### src/rtl/fpu_sequencer_if.sv
// Operand-in, FPU-drive and result-out signals of fpu_sequencer.
// The sequencer takes the slave view; a producer/consumer/FPU model takes the master view.
`timescale 1ns/1ps
interface fpu_sequencer_if #(
  parameter int DEPTH = 4
);
  localparam int CW = $clog2(DEPTH) + 1;

  logic          in_valid;
  logic          in_ready;
  logic [31:0]   in_a;
  logic [31:0]   in_b;
  logic [31:0]   op_a_out;
  logic [31:0]   op_b_out;
  logic [31:0]   fpu_data_in;
  logic [3:0]    fpu_status_in;
  logic          res_valid;
  logic          res_ready;
  logic [31:0]   res_data;
  logic [3:0]    res_status;
  logic          busy;
  logic [CW-1:0] count;

  modport slave (
    input  in_valid, in_a, in_b, fpu_data_in, fpu_status_in, res_ready,
    output in_ready, op_a_out, op_b_out, res_valid, res_data, res_status, busy, count
  );

  modport master (
    output in_valid, in_a, in_b, fpu_data_in, fpu_status_in, res_ready,
    input  in_ready, op_a_out, op_b_out, res_valid, res_data, res_status, busy, count
  );
endinterface

### src/rtl/fpu_sequencer.sv
// Queues operand pairs, holds each pair on a free-running FPU for HOLD_CYCLES cycles,
// then captures the FPU result and offers it on a valid/ready output.
`timescale 1ns/1ps
module fpu_sequencer #(
  parameter int DEPTH       = 4,
  parameter int HOLD_CYCLES = 64
) (
  input logic          clock100KHz,
  input logic          reset,
  fpu_sequencer_if.slave bus
);
  localparam int PW = (DEPTH > 1) ? $clog2(DEPTH) : 1;
  localparam int CW = $clog2(DEPTH) + 1;

  typedef enum logic [2:0] {IDLE, ISSUE, WAIT, CAPTURE, OUT} state_t;

  logic [63:0]   fifo_mem [DEPTH];

  state_t        state_q, state_d;
  logic [PW-1:0] wr_ptr_q, wr_ptr_d;
  logic [PW-1:0] rd_ptr_q, rd_ptr_d;
  logic [CW-1:0] count_q, count_d;
  logic [7:0]    timer_q, timer_d;
  logic [31:0]   op_a_q, op_a_d;
  logic [31:0]   op_b_q, op_b_d;
  logic [31:0]   res_data_q, res_data_d;
  logic [3:0]    res_status_q, res_status_d;
  logic          res_valid_q, res_valid_d;
  logic          busy_q, busy_d;

  logic full;
  logic push;
  logic pop;

  assign full = (count_q == CW'(DEPTH));
  assign push = bus.in_valid && !full;
  // Pops are only ever launched from IDLE, so the pop decision uses the count at cycle start.
  assign pop  = (state_q == IDLE) && (count_q != '0);

  always_ff @(posedge clock100KHz) begin
    if (push) begin
      fifo_mem[wr_ptr_q] <= {bus.in_a, bus.in_b};
    end
  end

  always_comb begin
    state_d      = state_q;
    wr_ptr_d     = wr_ptr_q;
    rd_ptr_d     = rd_ptr_q;
    count_d      = count_q;
    timer_d      = timer_q;
    op_a_d       = op_a_q;
    op_b_d       = op_b_q;
    res_data_d   = res_data_q;
    res_status_d = res_status_q;
    res_valid_d  = res_valid_q;

    if (push) begin
      wr_ptr_d = wr_ptr_q + PW'(1);
    end
    if (pop) begin
      rd_ptr_d = rd_ptr_q + PW'(1);
      op_a_d   = fifo_mem[rd_ptr_q][63:32];
      op_b_d   = fifo_mem[rd_ptr_q][31:0];
    end
    case ({push, pop})
      2'b10:   count_d = count_q + CW'(1);
      2'b01:   count_d = count_q - CW'(1);
      default: count_d = count_q;
    endcase

    case (state_q)
      IDLE: begin
        if (pop) begin
          state_d = ISSUE;
        end
      end
      ISSUE: begin
        // HOLD_CYCLES-2 plus the ISSUE and final zero-timer cycles lands capture HOLD_CYCLES after the pop.
        timer_d = 8'(HOLD_CYCLES - 2);
        state_d = WAIT;
      end
      WAIT: begin
        if (timer_q == 8'd0) begin
          state_d = CAPTURE;
        end else begin
          timer_d = timer_q - 8'd1;
        end
      end
      CAPTURE: begin
        res_data_d   = bus.fpu_data_in;
        res_status_d = bus.fpu_status_in;
        res_valid_d  = 1'b1;
        state_d      = OUT;
      end
      OUT: begin
        if (bus.res_ready) begin
          res_valid_d = 1'b0;
          state_d     = IDLE;
        end
      end
      default: state_d = IDLE;
    endcase

    busy_d = (state_d != IDLE);
  end

  always_ff @(posedge clock100KHz or posedge reset) begin
    if (reset) begin
      state_q      <= IDLE;
      wr_ptr_q     <= '0;
      rd_ptr_q     <= '0;
      count_q      <= '0;
      timer_q      <= '0;
      op_a_q       <= '0;
      op_b_q       <= '0;
      res_data_q   <= '0;
      res_status_q <= '0;
      res_valid_q  <= 1'b0;
      busy_q       <= 1'b0;
    end else begin
      state_q      <= state_d;
      wr_ptr_q     <= wr_ptr_d;
      rd_ptr_q     <= rd_ptr_d;
      count_q      <= count_d;
      timer_q      <= timer_d;
      op_a_q       <= op_a_d;
      op_b_q       <= op_b_d;
      res_data_q   <= res_data_d;
      res_status_q <= res_status_d;
      res_valid_q  <= res_valid_d;
      busy_q       <= busy_d;
    end
  end

  assign bus.in_ready   = !full;
  assign bus.op_a_out   = op_a_q;
  assign bus.op_b_out   = op_b_q;
  assign bus.res_valid  = res_valid_q;
  assign bus.res_data   = res_data_q;
  assign bus.res_status = res_status_q;
  assign bus.busy       = busy_q;
  assign bus.count      = count_q;
endmodule

### src/flat_wrapper.sv
// flat-port wrapper written by rule: the top's interface ports become plain ports
module fpu_sequencer_flat 
#(
  parameter int DEPTH       = 4,
  parameter int HOLD_CYCLES = 64
)
  (clock100KHz, reset, bus_in_valid, bus_in_a, bus_in_b, bus_fpu_data_in, bus_fpu_status_in, bus_res_ready, bus_in_ready, bus_op_a_out, bus_op_b_out, bus_res_valid, bus_res_data, bus_res_status, bus_busy, bus_count);
  fpu_sequencer_if #(.DEPTH(DEPTH)) bus_i ();
  input logic clock100KHz;
  input logic reset;
  input wire logic [$bits(bus_i.in_valid)-1:0] bus_in_valid;
  input wire logic [$bits(bus_i.in_a)-1:0] bus_in_a;
  input wire logic [$bits(bus_i.in_b)-1:0] bus_in_b;
  input wire logic [$bits(bus_i.fpu_data_in)-1:0] bus_fpu_data_in;
  input wire logic [$bits(bus_i.fpu_status_in)-1:0] bus_fpu_status_in;
  input wire logic [$bits(bus_i.res_ready)-1:0] bus_res_ready;
  output wire logic [$bits(bus_i.in_ready)-1:0] bus_in_ready;
  output wire logic [$bits(bus_i.op_a_out)-1:0] bus_op_a_out;
  output wire logic [$bits(bus_i.op_b_out)-1:0] bus_op_b_out;
  output wire logic [$bits(bus_i.res_valid)-1:0] bus_res_valid;
  output wire logic [$bits(bus_i.res_data)-1:0] bus_res_data;
  output wire logic [$bits(bus_i.res_status)-1:0] bus_res_status;
  output wire logic [$bits(bus_i.busy)-1:0] bus_busy;
  output wire logic [$bits(bus_i.count)-1:0] bus_count;
  assign bus_i.in_valid = bus_in_valid;
  assign bus_i.in_a = bus_in_a;
  assign bus_i.in_b = bus_in_b;
  assign bus_i.fpu_data_in = bus_fpu_data_in;
  assign bus_i.fpu_status_in = bus_fpu_status_in;
  assign bus_i.res_ready = bus_res_ready;
  assign bus_in_ready = bus_i.in_ready;
  assign bus_op_a_out = bus_i.op_a_out;
  assign bus_op_b_out = bus_i.op_b_out;
  assign bus_res_valid = bus_i.res_valid;
  assign bus_res_data = bus_i.res_data;
  assign bus_res_status = bus_i.res_status;
  assign bus_busy = bus_i.busy;
  assign bus_count = bus_i.count;
  fpu_sequencer #(.DEPTH(DEPTH), .HOLD_CYCLES(HOLD_CYCLES)) u_core (.clock100KHz(clock100KHz), .reset(reset), .bus(bus_i));
endmodule
### config.mk
export PLATFORM = sky130hd
export DESIGN_NAME = fpu_sequencer_flat
export DESIGN_NICKNAME = d
export VERILOG_FILES = /design/src/rtl/fpu_sequencer_if.sv /design/src/rtl/fpu_sequencer.sv /design/src/flat_wrapper.sv
export SDC_FILE = /design/constraint.sdc
export NUM_CORES = 1
export LEC_CHECK = 0
export BUFFER_PORTS_ARGS = -buffer_cell sky130_fd_sc_hd__buf_2
export CORE_ASPECT_RATIO = 1.25
export CORE_UTILIZATION = 45
export CTS_BUF_LIST = sky130_fd_sc_hd__clkbuf_16
export CTS_CLUSTER_DIAMETER = 80
export DETAILED_ROUTE_END_ITERATION = 16
export GPL_ROUTABILITY_DRIVEN = 0
export GPL_TIMING_DRIVEN = 1
export PLACE_DENSITY_LB_ADDON = 0.15
export SETUP_SLACK_MARGIN = 0.05
export SYNTH_ARGS = -nofsm -noshare
export SYNTH_HDL_FRONTEND = slang
export SYNTH_SLANG_ARGS = --single-unit
### constraint.sdc
create_clock -name clock100KHz -period 5 [get_ports clock100KHz]
set_input_delay 1 -clock clock100KHz [delete_from_list [all_inputs] [get_ports clock100KHz]]
set_output_delay 1 -clock clock100KHz [all_outputs]
set_load 0.01 [all_outputs]
==> results.md, run 1 <==
* Worst path buffer plus inverter count at 1
* Post-CTS Resized at 0
* Yosys warning count at 0
* Final instance area at 16810 um2
* Clock buffer count from CTS at 38
* Pleak at 0.006382 uW
* Placed cell areas at ~16000 um2
* DRT antenna net count at 0
* Via-to-Cell Ratio at ~5.2
* CTS Hold Bufs at 0
* Synthesis-stage register bit count at approximately 380
* Vias post-DR at 6894
* Vias in the first global route at ~7500
* Worst Setup Start Kind: flip-flop
* TritonCTS clock tree: built
* Global-route wire length before repair at approximately 42 mm
* Metal3 WL at ~1.7 mm
* Register area share after synthesis at between 70% and 80%
* Synthesized Nets at between 700 and 800
* Worst Tran Pin Value at 1.098 ns
* Total Die Area at roughly 32000 um2
* GRT overflow at 0
* Yosys cell types at 43
* Worst hold path class: reg -> reg
* Commonest cells after routing, fill and taps aside: 256 x edfxtp_1, 209 x buf_2, 118 x dfrtp_1
* Register area at between 10000 and 15000 um2
* CTS Buffer Depth at 3
* Maxcap violations at 0
* Die X at roughly 160 um
* CTS Root Cell: clkbuf_16
* RSZ-0062 raised after global routing: no
* WP data required at roughly 4.0 ns
* Initial core utilization at 45.59%
* Postcts setup bufs at 0
* Die Y at roughly 200 um
* Core ar. at roughly 31000 um2
* Crit path time final at about 2.6 ns
* Relative slew slack at between 20% and 30%
* Initial antenna violation count at 3
* CP Cell Sequence: or3b_1 -> buf_2
* Crit path DAT at 1.62 ns
* Worst-path clk slew at 0.06 ns
* GRT Overall Usage at between 10% and 20%
* Final wirelength at ~28 mm
* Final setup vio count at 0
* Status: finished clean
* Synth Cell Area at 14090 um2
* Share of cells above drive strength 1 at between 40% and 50%
* Largest net degree at the start of global routing at 83
* Area of the multi-input gates at between 3000 and 4000 um2
* Max incr delay on CP at just under 0.5 ns
* HPWL after DPL at ~16 mm
* Pwr Density at around 650 nW/um2
* # rows at 72
* Layout fillers at ~2400
* Crit-path slowest cell: or3b_1
* Highest clock rate at roughly 380 MHz
* # clock sinks at 376
* Pins Over Slew Limit at 0
* Fin. Hold Viols at 0
* Max H-tree Level at 2
* Nets at a little under 1000
* Worst Clk Skew at between 0.01 and 0.015 ns
* DRC Markers at 0
* Max FO, Critical Path at 6
* Worst setup EP type: output port
* Peak supply drop at about 0.37 mV
* DR top layer: met4
* Met1 wire length at 10.82 mm
* Buffers added on ports at 209
* Top Ports at 210
* Routed wire length per instance at between 20 and 25 um
* Final clock period utilization by the worst path at between 50 and 60%
* Most common cell after layout, fill and taps aside: edfxtp_1
* TritonRoute pass-1 iters at 6
* Synth Area per Inst at 21.57 um2
* DR WL met2 at approximately 14 mm
* 1st-iter DRT viols at between 200 and 300
* CP Class: reg -> out
* Setup TNS at 0 ns
* Synth Instances at ~650
* Syn-to-layout area delta at 19.34%
* Worst-Skew Late Latency at roughly 0.52 ns
* Crit-path leading delay family: simple AND/OR/NAND/NOR gates
==> per-stage QoR <==
step | setup slack, ns | util, % | std cells | hold WS [ns] | power [uW]
after global placement | 2.359 | 50.30 | 1248 | 0.4822 | 8080
after detailed placement | 2.343 | 50.30 | 1248 | 0.4897 | 8232
after CTS | 2.348 | 54.38 | 1317 | 0.5031 | 11100
final | 2.381 | 54.41 | 1320 | 0.4994 | 10920
after global routing | 2.295 | 54.39 | 1318 | 0.5162 | 11500
after floorplan | 0.8142 | - | 653 | 0.4844 | 7139
==> layout make-up <==
type	instances	share of cell area, %
Tap cell	407	3.029
Timing Repair Buffer	217	6.579
Clock buffer	40	5.954
Inverter	10	0.2531
Clock inverter	29	1.548
Multi-Input combinational cell	238	18.96
Antenna cell	3	0.04466
Sequential cell	376	63.64
==> worst paths after layout <==
check	start	endpoint	slack, ns	cells past startpoint
min	u_core.bus.res_data[7]	u_core.bus.res_data[7]	0.50	1
max in group asynchronous	reset	u_core.bus.res_data[31]	3.30	3
max reg2reg	u_core.state_q[2]	u_core.bus.op_b_out[25]	2.54	5
min reg2reg	u_core.bus.res_data[7]	u_core.bus.res_data[7]	0.50	1
min in group asynchronous	reset	u_core.bus.op_b_out[5]	0.65	2
max	u_core.bus.count[0]	bus_in_ready	2.38	2
==> cell families (layout without fill, tap and decap cells) <==
kind of cell	after synthesis	in the layout	share of synthesized area (%)
buffers and inverters	39	296	1.670
AO/OA/AOI/OAI	9	9	0.4708
AND/OR/NAND/NOR	43	43	1.892
other	0	3	0
multiplexers	173	173	19.03
flip-flops	376	376	75.89
adder cells (fa/ha/maj)	7	7	0.6750
XOR/XNOR	6	6	0.3730
==> synth_stat cells, drive strengths merged <==
cell type	count	area share [%]
inv	10	0.27
o31ai	1	0.053
nor3	3	0.14
edfxtp	256	55
nand4	1	0.044
or3	2	0.089
nor2	8	0.21
and2	1	0.044
mux4	64	10
clkbuf	5	0.13
dfrtp	120	21
or3b	4	0.25
ha	6	0.53
and4b	1	0.071
a21oi	3	0.11
or4	1	0.053
and3	4	0.18
nand3b	2	0.11
fa	1	0.14
nand3	1	0.035
a31o	1	0.062
nor4	2	0.089
nand2	6	0.16
xor2	4	0.25
and3b	1	0.062
nor3b	3	0.16
buf	24	1.3
mux2	101	8.2
nor4b	1	0.062
a211o	1	0.062
xnor2	2	0.12
nor2b	1	0.062
o2111ai	1	0.062
o211ai	1	0.053
mux2i	8	0.57
o211a	1	0.071
or4b	1	0.071
==> state kept, by name, indices dropped and copies added (netlist names), 3 cells and up <==
name and flops:
u_core.state_q 3, u_core.bus.count 3, u_core.fifo_mem 256, u_core.bus.res_status 4
u_core.bus.res_data 32, u_core.bus.op_b_out 32, u_core.bus.op_a_out 32, u_core.timer_q 8
==> per-layer routing <==
| layer | track usage, % | vias up |
|---|---|---|
| li1 | - | 3049 |
| met1 | 20.59 | 3586 |
| met2 | 31.64 | 213 |
| met3 | 4.504 | 46 |
| met4 | 6.173 | 0 |
| met5 | 0 | - |
==> power by group <==
group / internal, uW / leakage (uW) / switching, uW
Sequential: 4320 / 0.00374 / 589
Combinational: 1700 / 0.00200 / 1470
Clock: 1710 / 0.000640 / 1130
Power figures use the tool's default switching activity.
==> inputs of run 2 (changes only) <==
Settings changed: ABC_AREA set to 1.
Clock period 5 ns to 2.45 ns, I/O delays scaled along.
==> run 2 against run 1 <==
  * Combinational power rose by 150%
  * Highest routed layer is now met5
  * Critical path type is now reg -> reg
  * First-iteration DRC count rose by 120%
  * Global-route usage rose by 1.4 points
  * Critical path depth rose by 7
  * Flip-flop and latch count did not move
  * Cell count rose by 33%
  * Sequential power rose by 95%
  * Synthesized area rose by 2.5%
  * Synthesized cell count rose by 70%
==> results.md, run 2 <==
* Die X at roughly 160 um
* TritonCTS clock tree: built
* RSZ-0062 raised after global routing: no
* Share of cells above drive strength 1 at around a quarter
* Largest net degree at the start of global routing at 74
* # rows at 72
* Post-CTS Resized at 0
* Layout fillers at approximately 2600
* Max FO, Critical Path at 4
* Vias in the first global route at approximately 9000
* Top reg by flops: u_core.fifo_mem
* Synth Area per Inst at ~13 um2
* Setup TNS at 0 ns
* Global-route wire length before repair at 47.77 mm
* Syn-to-layout area delta at 18.34%
* Via-to-Cell Ratio at 5.097
* Nets at roughly 1400
* TritonRoute pass-1 iters at 4
* Fin. Hold Viols at 0
* EDFF count, synth at ~260
* Max reg flops at roughly 260
* Max H-tree Level at 2
* 1st-iter DRT viols at around 570
* Synth cell count leaders: 256 x edfxtp_1, 222 x nand2_1, 147 x nor2_1, 120 x dfrtp_1, 88 x o21ai_0
* Share of the synthesized area in the top cell type at between 50% and 60%
* Worst Tran Pin Value at around 0.88 ns
* CP Class: reg -> reg
* Worst Setup Start Kind: flip-flop
* Worst Clk Skew at ~0.016 ns
* Status: finished clean
* Worst setup EP type: flip-flop
* Pleak at around 0.0070 uW
* CTS Buffer Depth at 3
* Post-route insts no fill at about 1800
* Hold WS at around 0.025 ns
* Core ar. at 31260 um2
* Maxcap violations at 0
* Synthesized Nets at 1220
* Crit path time final at 1.963 ns
* Placed Instances at 1691
* Synth Cell Area at between 10000 and 15000 um2
* WP data required at 2.86 ns
* Final setup vio count at 0
* Final clock period utilization by the worst path at about four fifths
* Routed wire length per instance at between 15 and 20 um
* Pins Over Slew Limit at 0
* Die Y at ~200 um
* Most frequently used flop master after synthesis: edfxtp_1
* Final instance area at approximately 17000 um2
* Worst-path clk slew at 0.06 ns
* Largest area contributor in the netlist: edfxtp_1
* # clock sinks at approximately 380
* Synthesis-stage register bit count at about 380
* Highest clock rate at around 510 MHz
* Initial core utilization at a little under half
* Placed cell areas at about 16000 um2
* Total Die Area at roughly 33000 um2
* Peak supply drop at between 1 and 1.5 mV
* CTS Root Cell: clkbuf_16
* Top Ports at between 200 and 250
* Yosys cell types at 30
* Tot Pwr at roughly 23000 uW
* Pwr Density at between 1000 and 1500 nW/um2
* GRT Overall Usage at 19.07%
* Ys async rst share at 31.91%
* Crit path DAT at 2.37 ns
* Synth Instances at between 1000 and 1500
* GRT overflow at 0
* Yosys warning count at 0
* DRC Markers at 0
* Register area at between 10000 and 15000 um2
* Buffers added on ports at approximately 210
* Relative slew slack at 41.05%
* Commonest cells after routing, fill and taps aside: 256 x edfxtp_1, 221 x nand2_1, 209 x buf_2
* Worst hold path class: in -> async
* Postcts setup bufs at 0
* Final wirelength at roughly 31 mm
* Most common cell in the netlist: edfxtp_1
* Clock buffer count from CTS at 37
* Initial antenna violation count at 7
* DRT antenna net count at 0
* Synth area leaders: edfxtp_1 53%, dfrtp_1 21%, nand2_1 5.8%
* HPWL after DPL at between 15 and 20 mm
* Area of the multi-input gates at ~3300 um2
* Vias post-DR at between 8000 and 9000
* Register area share after synthesis at roughly three quarters
* Worst-Skew Late Latency at approximately 0.53 ns
* CTS Hold Bufs at 0
* Most common cell after layout, fill and taps aside: edfxtp_1
[run 2: through the flow]
stage	utilization [%]	worst slack (ns)
3_5_place_dp	51.11	0.4793
5_1_grt	54.63	0.2669
4_1_cts	54.62	0.4733
6_report	54.64	0.4875
2_1_floorplan	-	-0.5468
3_3_place_gp	51.11	0.5266
[run 2: critical path: stages (launching register included)]
cell and delay (ns):
dfrtp_1 0.42, nor2_1 0.24, nand3_4 0.10, inv_2 0.06
ha_1 0.13, inv_1 0.07, fa_1 0.38, a21oi_1 0.16
o21ai_0 0.13, xor2_1 0.15
[run 2: cell type report]
type | count | share of cell area (%)
timing repair buffer | 234 | 8.029
multi-input combinational | 642 | 19.18
antenna | 3 | 0.04395
sequential | 376 | 62.62
clock inverter | 29 | 0.6959
tap | 407 | 2.981
inverter | 32 | 0.7399
clock buffer | 39 | 5.714
[run 2: path summary, 6_finish.rpt]
kind                                         start                 endpoint  slack, ns  cells after the start
setup / recovery                 u_core.state_q[2]      u_core.bus.count[2]       0.49                      9
hold / removal                               reset  u_core.bus.res_data[22]       0.02                      2
setup reg to reg                 u_core.state_q[2]      u_core.bus.count[2]       0.49                      9
hold reg to reg            u_core.bus.op_b_out[27]  u_core.bus.op_b_out[27]       0.47                      2
max in group asynchronous                    reset   u_core.bus.op_b_out[1]       1.83                      3
min in group clock100KHz               bus_in_a[2]   u_core.fifo_mem[2][34]       0.17                      1
[run 2: cells by family (layout without fill, tap and decap cells)]
kind of cell    after synthesis  after routing  synth area share (%)
fa+ha+maj                     7              7                0.6589
compound gates              204            204                 7.655
mux                          36             36                 3.277
simple gates                390            390                 10.52
buf+inv                      91            334                 3.511
other cells                   0              3                     0
xor+xnor                      5              5                0.3035
flops                       376            376                 74.07
[run 2: metal layers]
metal  global-route usage [%]  wire length (um)  share of wire (%)
met4                    6.368               628                2.1
met3                    4.125              1654                5.4
met5                        0                34               0.11
met1                    23.65             13060                 43
met2                    32.91             15240                 50
[run 2: report_power, final]
part           internal [uW]  switching [uW]  total (uW)  leakage (uW)
clock                   2860            2240        5110      0.000599
sequential              8760             800        9560       0.00379
combinational           2860            5020        7870       0.00265
total                  14500            8060       22500       0.00703
